File: config.mk
export PLATFORM = sky130hd
export DESIGN_NAME = muldiv_unit
export DESIGN_NICKNAME = d
export VERILOG_FILES = /design/src/rtl/muldiv_unit.sv
export SDC_FILE = /design/constraint.sdc
export NUM_CORES = 1
export LEC_CHECK = 0
export BUFFER_PORTS_ARGS = -buffer_cell sky130_fd_sc_hd__buf_2
export CAP_MARGIN = 20
export CORE_MARGIN = 4
export CORE_UTILIZATION = 45
export CTS_CLUSTER_SIZE = 16
export DETAILED_ROUTE_END_ITERATION = 6
export SYNTH_ARGS = -nofsm -noshare
export SYNTH_HDL_FRONTEND = slang
export SYNTH_SLANG_ARGS = --single-unit
File: constraint.sdc
create_clock -name clock -period 3.7 [get_ports clock]
set_input_delay 0.74 -clock clock [delete_from_list [all_inputs] [get_ports clock]]
set_output_delay 0.74 -clock clock [all_outputs]
set_load 0.005 [all_outputs]
File: src/rtl/muldiv_unit.sv
// muldiv_unit: multi-cycle signed/unsigned multiply and divide with its own HI/LO pair.
// Shift-add multiply (LSB first) and restoring divide (MSB first) share one
// working accumulator. Operands are reduced to magnitudes on entry, and the
// signs are applied in the FIX cycle.
module muldiv_unit #(
    parameter int unsigned WIDTH = 32
) (
    input  logic             clock,
    input  logic             reset,
    input  logic             start,
    input  logic [1:0]       op,
    input  logic [WIDTH-1:0] a,
    input  logic [WIDTH-1:0] b,
    input  logic             hi_we,
    input  logic             lo_we,
    input  logic [WIDTH-1:0] wdata,
    output logic             busy,
    output logic             done,
    output logic             div_zero,
    output logic [WIDTH-1:0] hi,
    output logic [WIDTH-1:0] lo,
    output logic [1:0]       state_out
);

    localparam int unsigned CNT_W = $clog2(WIDTH + 1);
    localparam int unsigned PW    = 2 * WIDTH;

    typedef enum logic [1:0] {
        S_IDLE = 2'b00,
        S_RUN  = 2'b01,
        S_FIX  = 2'b10,
        S_DONE = 2'b11
    } state_t;

    state_t             state_q, state_d;
    logic [CNT_W-1:0]   cnt_q, cnt_d;
    logic [1:0]         op_q, op_d;
    logic               sa_q, sa_d;
    logic               sb_q, sb_d;
    logic [WIDTH-1:0]   opb_q, opb_d;
    logic [WIDTH-1:0]   acc_hi_q, acc_hi_d;
    logic [WIDTH-1:0]   acc_lo_q, acc_lo_d;
    logic [WIDTH-1:0]   hi_q, hi_d;
    logic [WIDTH-1:0]   lo_q, lo_d;
    logic               dz_q, dz_d;
    logic               busy_q, busy_d;
    logic               done_q, done_d;

    // Operand magnitudes: only signed ops (op[0]==0) take the absolute value.
    logic             a_neg, b_neg;
    logic [WIDTH-1:0] a_mag, b_mag;
    assign a_neg = ~op[0] & a[WIDTH-1];
    assign b_neg = ~op[0] & b[WIDTH-1];
    assign a_mag = a_neg ? (~a + WIDTH'(1)) : a;
    assign b_mag = b_neg ? (~b + WIDTH'(1)) : b;

    // Multiply step: conditionally add the multiplicand into the upper half, then shift right.
    logic [WIDTH:0] mul_sum;
    assign mul_sum = {1'b0, acc_hi_q} + (acc_lo_q[0] ? {1'b0, opb_q} : {1'b0, {WIDTH{1'b0}}});

    // Divide step: shift the next dividend bit into the (WIDTH+1)-bit remainder and trial-subtract.
    logic [WIDTH:0] div_shift, div_diff;
    assign div_shift = {acc_hi_q, acc_lo_q[WIDTH-1]};
    assign div_diff  = div_shift - {1'b0, opb_q};

    // Sign fix-up applied to the final magnitudes.
    logic [PW-1:0]    prod_mag, prod_fix;
    logic [WIDTH-1:0] quo_fix, rem_fix;
    assign prod_mag = {acc_hi_q, acc_lo_q};
    assign prod_fix = (sa_q ^ sb_q) ? (~prod_mag + PW'(1)) : prod_mag;
    assign quo_fix  = (sa_q ^ sb_q) ? (~acc_lo_q + WIDTH'(1)) : acc_lo_q;
    assign rem_fix  = sa_q ? (~acc_hi_q + WIDTH'(1)) : acc_hi_q;

    // Next-state and datapath control.
    always_comb begin
        state_d  = state_q;
        cnt_d    = cnt_q;
        op_d     = op_q;
        sa_d     = sa_q;
        sb_d     = sb_q;
        opb_d    = opb_q;
        acc_hi_d = acc_hi_q;
        acc_lo_d = acc_lo_q;
        hi_d     = hi_q;
        lo_d     = lo_q;
        dz_d     = dz_q;

        case (state_q)
            S_IDLE: begin
                if (start) begin
                    op_d     = op;
                    sa_d     = a_neg;
                    sb_d     = b_neg;
                    opb_d    = b_mag;
                    acc_hi_d = '0;
                    acc_lo_d = a_mag;
                    cnt_d    = '0;
                    dz_d     = 1'b0;
                    if (op[1] && (b == '0)) begin
                        dz_d    = 1'b1;
                        state_d = S_DONE;
                    end else begin
                        state_d = S_RUN;
                    end
                end else begin
                    if (hi_we) hi_d = wdata;
                    if (lo_we) lo_d = wdata;
                end
            end
            S_RUN: begin
                if (op_q[1]) begin
                    acc_hi_d = div_diff[WIDTH] ? div_shift[WIDTH-1:0] : div_diff[WIDTH-1:0];
                    acc_lo_d = {acc_lo_q[WIDTH-2:0], ~div_diff[WIDTH]};
                end else begin
                    acc_hi_d = mul_sum[WIDTH:1];
                    acc_lo_d = {mul_sum[0], acc_lo_q[WIDTH-1:1]};
                end
                cnt_d = cnt_q + CNT_W'(1);
                if (cnt_q == CNT_W'(WIDTH - 1)) state_d = S_FIX;
            end
            S_FIX: begin
                if (op_q[1]) begin
                    hi_d = rem_fix;
                    lo_d = quo_fix;
                end else begin
                    hi_d = prod_fix[PW-1:WIDTH];
                    lo_d = prod_fix[WIDTH-1:0];
                end
                state_d = S_DONE;
            end
            S_DONE: begin
                state_d = S_IDLE;
            end
            default: begin
                state_d = S_IDLE;
            end
        endcase

        busy_d = (state_d != S_IDLE);
        done_d = (state_q == S_DONE);
    end

    // State and datapath registers with synchronous reset.
    always_ff @(posedge clock) begin
        if (reset) begin
            state_q  <= S_IDLE;
            cnt_q    <= '0;
            op_q     <= '0;
            sa_q     <= 1'b0;
            sb_q     <= 1'b0;
            opb_q    <= '0;
            acc_hi_q <= '0;
            acc_lo_q <= '0;
            hi_q     <= '0;
            lo_q     <= '0;
            dz_q     <= 1'b0;
            busy_q   <= 1'b0;
            done_q   <= 1'b0;
        end else begin
            state_q  <= state_d;
            cnt_q    <= cnt_d;
            op_q     <= op_d;
            sa_q     <= sa_d;
            sb_q     <= sb_d;
            opb_q    <= opb_d;
            acc_hi_q <= acc_hi_d;
            acc_lo_q <= acc_lo_d;
            hi_q     <= hi_d;
            lo_q     <= lo_d;
            dz_q     <= dz_d;
            busy_q   <= busy_d;
            done_q   <= done_d;
        end
    end

    assign busy      = busy_q;
    assign done      = done_q;
    assign div_zero  = dz_q;
    assign hi        = hi_q;
    assign lo        = lo_q;
    assign state_out = state_q;

endmodule

==> impl_metrics.yaml, run 1 <==
logic_synthesis:
  syn_area_mm2: 0.0142
  synth-seq-cells: 174
  syn_inst: 1865
  synth-main-ff-cell: "dfxtp_1"
  syn_area_per_cell_um2: 7.60
  ys_types: 84
  async_flop_share: 0
  ys_seq_area_frac: 0.246
  yosys_warnings: 0
  synth_edf_count: 0
  syn-num-nets: 2039
drt:
  firstDrtPassIters: 7
  drtIter0Drc: 1050
  antenna_left: 0
  viasPerCell: 5.89
  vias: 14300
  routed_wl_um: 48100
  wl_per_cell_um: 19.8
  drc: 0
final_layout:
  drive_gt1_frac: 0.164
  insertedDiodeCount: 0
  syn_to_final_growth_pct: 16.3
  fin_nets: 2194
  final_common_cell: "nor2_1"
  final_cell_mix: "nor2_1 (224), dfxtp_1 (173), buf_2 (171)"
  fillCellCount: 2982
grt:
  grt_start_max_net_pins: 114
  grt_pass1_wl_um: 74000
  grt_pass1_vias: 13500
  overflow: 0
  antenna_found_initial: 0
  grtUsageTotal: 0.271
worst_setup_path:
  critPathKind: "flip-flop to flip-flop"
  required_ps: 4010
  crit_arrival_ps: 3780
  reg2reg_depth: 11
  endpoint: "acc_hi_q[14]"
  cp_max_fo: 23
  end_kind: "flip-flop"
  r2r_end: "acc_hi_q[14]"
  reg2reg_from: "acc_hi_q[26]"
  rrSetupSlack_ps: 230
  crit_start: "acc_hi_q[26]"
  cp-start-kind: "flip-flop"
sta:
  rsz0062_at_grt: "no"
  clock_skew_ps: 17.0
  maxClockFrequency_ghz: 0.288
  hold_viol_final: 0
  timing.slew.headroom: 0.298
  fin_crit_sh: 0.938
  tightest_slew_ps: 1050
  finalCriticalPeriod_ps: 3470
  setup_ws_ps: 231
  slew_viol_final: 0
  finalSetupTns_ps: 0
  setup_violations: 0
cts:
  cts_resized: 0
  cts_tree: "yes"
  cts_max_path_buffers: 2
  clkLatencyLatePin_ps: 450
  clk_pin_slew_ps: 80
  cts-root-buf: "clkbuf_16"
  cts_buffers: 17
  postCtsSetupRepairBufs: 0
  cts_num_sinks: 174
  holdBufCountCts: 0
  htreeDepth: 4
floorplanning:
  die_h_um: 185
  num_rows: 64
  floorplan.core_area_mm2: 0.0308
  die-area_mm2: 0.0344
  die_x_um: 185
  pin_count: 172
  start_util: 0.459
power_and_ir_drop:
  pwr_density_cell_mw_per_mm2: 344
  ir_drop_mv: 0.356
  leakagePower_nw: 7.04
place:
  port-buffer-count: 171
  dp_slack_ps: 172
  gp_congestion: 0.946
  dp_hpwl_um: 36600
outcome:
  status: "finished, final reports clean"
flow_run:
  max_cap_violations: 0
hold_path:
  hp-class: "flip-flop to flip-flop"
==> state kept, by name (all words and copies together) (netlist names), 2 cells and up <==
register / cells
acc_hi_q: 32
acc_lo_q: 32
cnt_q: 6
hi: 32
lo: 32
opb_q: 32
state_out: 2
==> kinds of logic (layout without fill, tap and decap cells) <==
logic type                 after synthesis  count (layout)  share of synthesized area
and+or+nand+nor                        583             583                      0.193
AOI/OAI and AO/OA                      575             575                      0.265
adders and majority gates               71              71                     0.0638
xor gates and xnor gates               165             165                      0.103
buffers and inverters                  187             355                     0.0511
muxes                                  110             110                     0.0786
DFF                                    174             174                      0.246
==> final cells by class <==
cell class	count	area (µm²)	area share
well taps	396	495	0.0301
repair buffers	258	1600	0.0969
flip-flops and latches	174	3480	0.211
multi-input cells	1504	10000	0.608
inverters	65	244	0.0148
clock buffers	17	425	0.0258
clock inverters	15	213	0.0129
==> where the power goes <==
| part | leakage, nW | switching (mW) | internal [mW] | total [mW] |
|---|---|---|---|---|
| registers | 1.42 | 0.122 | 1.99 | 2.11 |
| clock network | 0.308 | 0.976 | 0.993 | 1.97 |
| logic | 5.31 | 0.959 | 0.640 | 1.60 |
| total | 7.04 | 2.06 | 3.62 | 5.68 |
==> synthesized netlist by cell type (42+ instances only) <==
cell,count,share of area
clkbuf_1,100,0.026
xor2_1,73,0.045
nor2_1,225,0.060
mux2i_1,103,0.073
a21oi_1,170,0.060
inv_1,65,0.017
nor3_1,42,0.015
dfxtp_1,174,0.25
o21ai_0,93,0.033
a211oi_1,98,0.052
nand2_1,149,0.039
xnor2_1,91,0.056
ha_1,69,0.061
==> per-layer routing <==
metal | vias up | GRT usage | routed length [µm]
met5 | - | 0 | 0
met4 | 0 | 0.0895 | 1430
met3 | 70 | 0.0513 | 3160
met2 | 484 | 0.407 | 20500
met1 | 6673 | 0.390 | 23000
li1 | 7082 | - | -
==> critical path: stages (launching register included) <==
cell      delay [ps]
dfxtp_1          460
ha_1             380
a21oi_1          210
o21ai_1          110
a2111o_1         410
a221o_1          360
a31oi_2          280
xnor2_4          190
buf_12           230
mux2_2           360
a221oi_1         240
nor3_1            90
==> metrics by stage <==
step	instances	hold slack (ps)	cell area [µm²]	utilization	total power, mW
6_report	2429	464	16500	0.534	5.68
2_1_floorplan	1865	432	14200	-	3.17
3_5_place_dp	2394	451	15800	0.511	3.71
3_3_place_gp	2394	443	15800	0.511	3.70
4_1_cts	2426	466	16400	0.532	5.67
5_1_grt	2429	482	16500	0.534	5.94
==> worst min path at each step <==
stage | start | end | slack [ps] | cells after the start
floorplan | opb_q[31] | opb_q[31] | 430 | 2
global placement | div_zero | div_zero | 440 | 2
detailed placement | div_zero | div_zero | 450 | 2
CTS | opb_q[31] | opb_q[31] | 470 | 2
global route | opb_q[31] | opb_q[31] | 480 | 2
finish | opb_q[31] | opb_q[31] | 460 | 2
No activity file was read; power rests on OpenSTA's default activity.
==> inputs of run 2 (changes only) <==
- PLACE_DENSITY: default -> 0.67
- clock period: 3.7 -> 2.8 ns (I/O delays scaled with it)
==> run 2 against run 1 <==
Effect of this change: the run now ends with DRC, setup timing left; largest cell class unchanged; sequential power grew 29%; register-to-register slack worse by 480 ps; global-route usage is 2.5 points higher; die area stayed put; count of clock-buffer cells in the layout up 1; critical path type unchanged; first-iteration DRC count increased by 49%; final area is 20% higher; clock skew fell by 5.6 ps.
==> impl_metrics.yaml, run 2 (synthesis gave the netlist of run 1 again) <==
hold_path:
  hold_start: "op[1]"
  whs_endpoint: "op_q[1]"
  min_path_cells: 3
  hp-class: "input port to flip-flop"
drt:
  firstDrtPassIters: 7
  routed_wl_um: 53400
  drc: 2
  antenna_left: 0
  wl_met2_um: 24600
  met3_length_um: 3490
  drtIter0Drc: 1569
  top_layer: "met4"
  wl_per_cell_um: 19.6
  wl_met1_um: 23700
  vias: 15900
  viasPerCell: 5.83
floorplanning:
  num_rows: 64
  die_h_um: 185
  start_util: 0.459
  pin_count: 172
  floorplan.core_area_mm2: 0.0308
  die-area_mm2: 0.0344
  die_x_um: 185
worst_setup_path:
  cp-start-kind: "flip-flop"
  cpPeakStageDelay_ps: 440
  critPathKind: "flip-flop to flip-flop"
  end_kind: "flip-flop"
  rrSetupSlack_ps: -250
  slowest_stage: "a221o_1"
  reg2reg_depth: 14
  crit_top_cell: "buf_6"
  r2r_end: "acc_hi_q[26]"
  path_cells: "inv_4 -> ha_4 -> a21oi_2 -> o21ai_1 -> a2111o_1 -> a221o_1 -> a31oi_4 -> buf_4 -> buf_6 -> xnor2_4 -> buf_6 -> buf_6 -> a21o_1 -> a32o_1"
  reg2reg_from: "opb_q[27]"
  crit_arrival_ps: 3390
  cp_max_fo: 5
  required_ps: 3140
grt:
  grt_start_max_net_pins: 75
  grt_pass1_vias: 15000
  antenna_found_initial: 2
  grtUsageTotal: 0.296
  overflow: 0
  grt_pass1_wl_um: 81200
sta:
  finalSetupTns_ps: -5690
  hold_viol_final: 0
  setup_ws_ps: -247
  slew_viol_final: 0
  finalCriticalPeriod_ps: 3050
  clock_skew_ps: 11.3
  timing.slew.headroom: 0.428
  rsz0062_at_grt: "yes"
  maxClockFrequency_ghz: 0.328
  setup_violations: 36
  fin_crit_sh: 1.09
  tightest_slew_ps: 858
  holdWs_ps: 375
final_layout:
  fin_util: 0.639
  fillCellCount: 2622
  fin_nets: 2487
  final_common_cell: "buf_4"
  drive_gt1_frac: 0.338
  syn_to_final_growth_pct: 39.2
  final_cell_mix: "buf_4 (339), nor2_1 (213), buf_2 (170)"
cts:
  cts_max_path_buffers: 2
  holdBufCountCts: 0
  cts_tree: "yes"
  cts_buffers: 17
  clk_pin_slew_ps: 80
  cts-root-buf: "clkbuf_16"
  htreeDepth: 4
  cts_num_sinks: 174
  clkLatencyLatePin_ps: 450
power_and_ir_drop:
  pwr_density_cell_mw_per_mm2: 405
  leakagePower_nw: 8.76
  ir_drop_mv: 0.414
outcome:
  status: "complete, but fails checks"
  violations: "DRC, setup timing"
place:
  port-buffer-count: 171
  dp_hpwl_um: 40100
  gp_congestion: 0.924
flow_run:
  max_cap_violations: 0
## run 2: how the worst max path moves through the flow
stage                       from           end  slack (ps)  cells past startpoint
global placement     acc_lo_q[0]  acc_hi_q[30]        -450                     14
global route           opb_q[27]  acc_hi_q[30]        -330                     13
CTS                    opb_q[27]   acc_hi_q[0]        -200                     14
finish                 opb_q[27]  acc_hi_q[26]        -250                     14
floorplan           acc_lo_q[31]  acc_hi_q[30]         0.1                     13
detailed placement   acc_lo_q[0]  acc_hi_q[30]        -470                     14
## run 2: repair_timing
action,4_1_cts,5_1_grt
setup buffers,24,20
cloned,4,0
hold endpoints to repair,0,0
setup endpoints to repair,57,67
pin swaps,44,91
resized for setup,126,124
## run 2: metrics by stage
stage                     std cells  instance area (µm²)  power, mW  setup WS [ps]
final                          2724                19700       7.99           -247
after global routing           2724                19700       8.33           -329
after CTS                      2707                19100       7.80           -201
after detailed placement       2647                17800       5.30           -470
after global placement         2647                17800       5.27           -454
after floorplan                1865                14300       4.23          0.135
## run 2: final cells by class
class / instances / area [µm²] / share of cell area
well taps: 396 / 495 / 0.0251
repair buffers: 549 / 3930 / 0.199
diodes: 2 / 5.00 / 0.000254
clock inverters: 14 / 124 / 0.00628
inverters: 65 / 254 / 0.0129
multi-input cells: 1506 / 11000 / 0.556
clock buffers: 18 / 439 / 0.0223
flip-flops and latches: 174 / 3500 / 0.178
## run 2: layer usage
metal / vias up / global-route usage
li1: 7661 / -
met1: 7506 / 0.411
met2: 600 / 0.478
met3: 108 / 0.0436
met4: 0 / 0.0851
met5: - / 0
## run 2: worst max-delay path, delay by kind of cell, from the launching register on
| family | cells | cell delay, ps |
|---|---|---|
| fa+ha+maj | 1 | 230 |
| buf+inv | 5 | 590 |
| xor+xnor | 1 | 110 |
| flops | 1 | 360 |
| compound gates | 7 | 1630 |
## run 2: report_power, final
part | internal, mW | leakage (nW) | switching (mW)
sequential | 2.63 | 1.43 | 0.104
clock | 1.19 | 0.276 | 1.18
combinational | 1.31 | 7.06 | 1.57
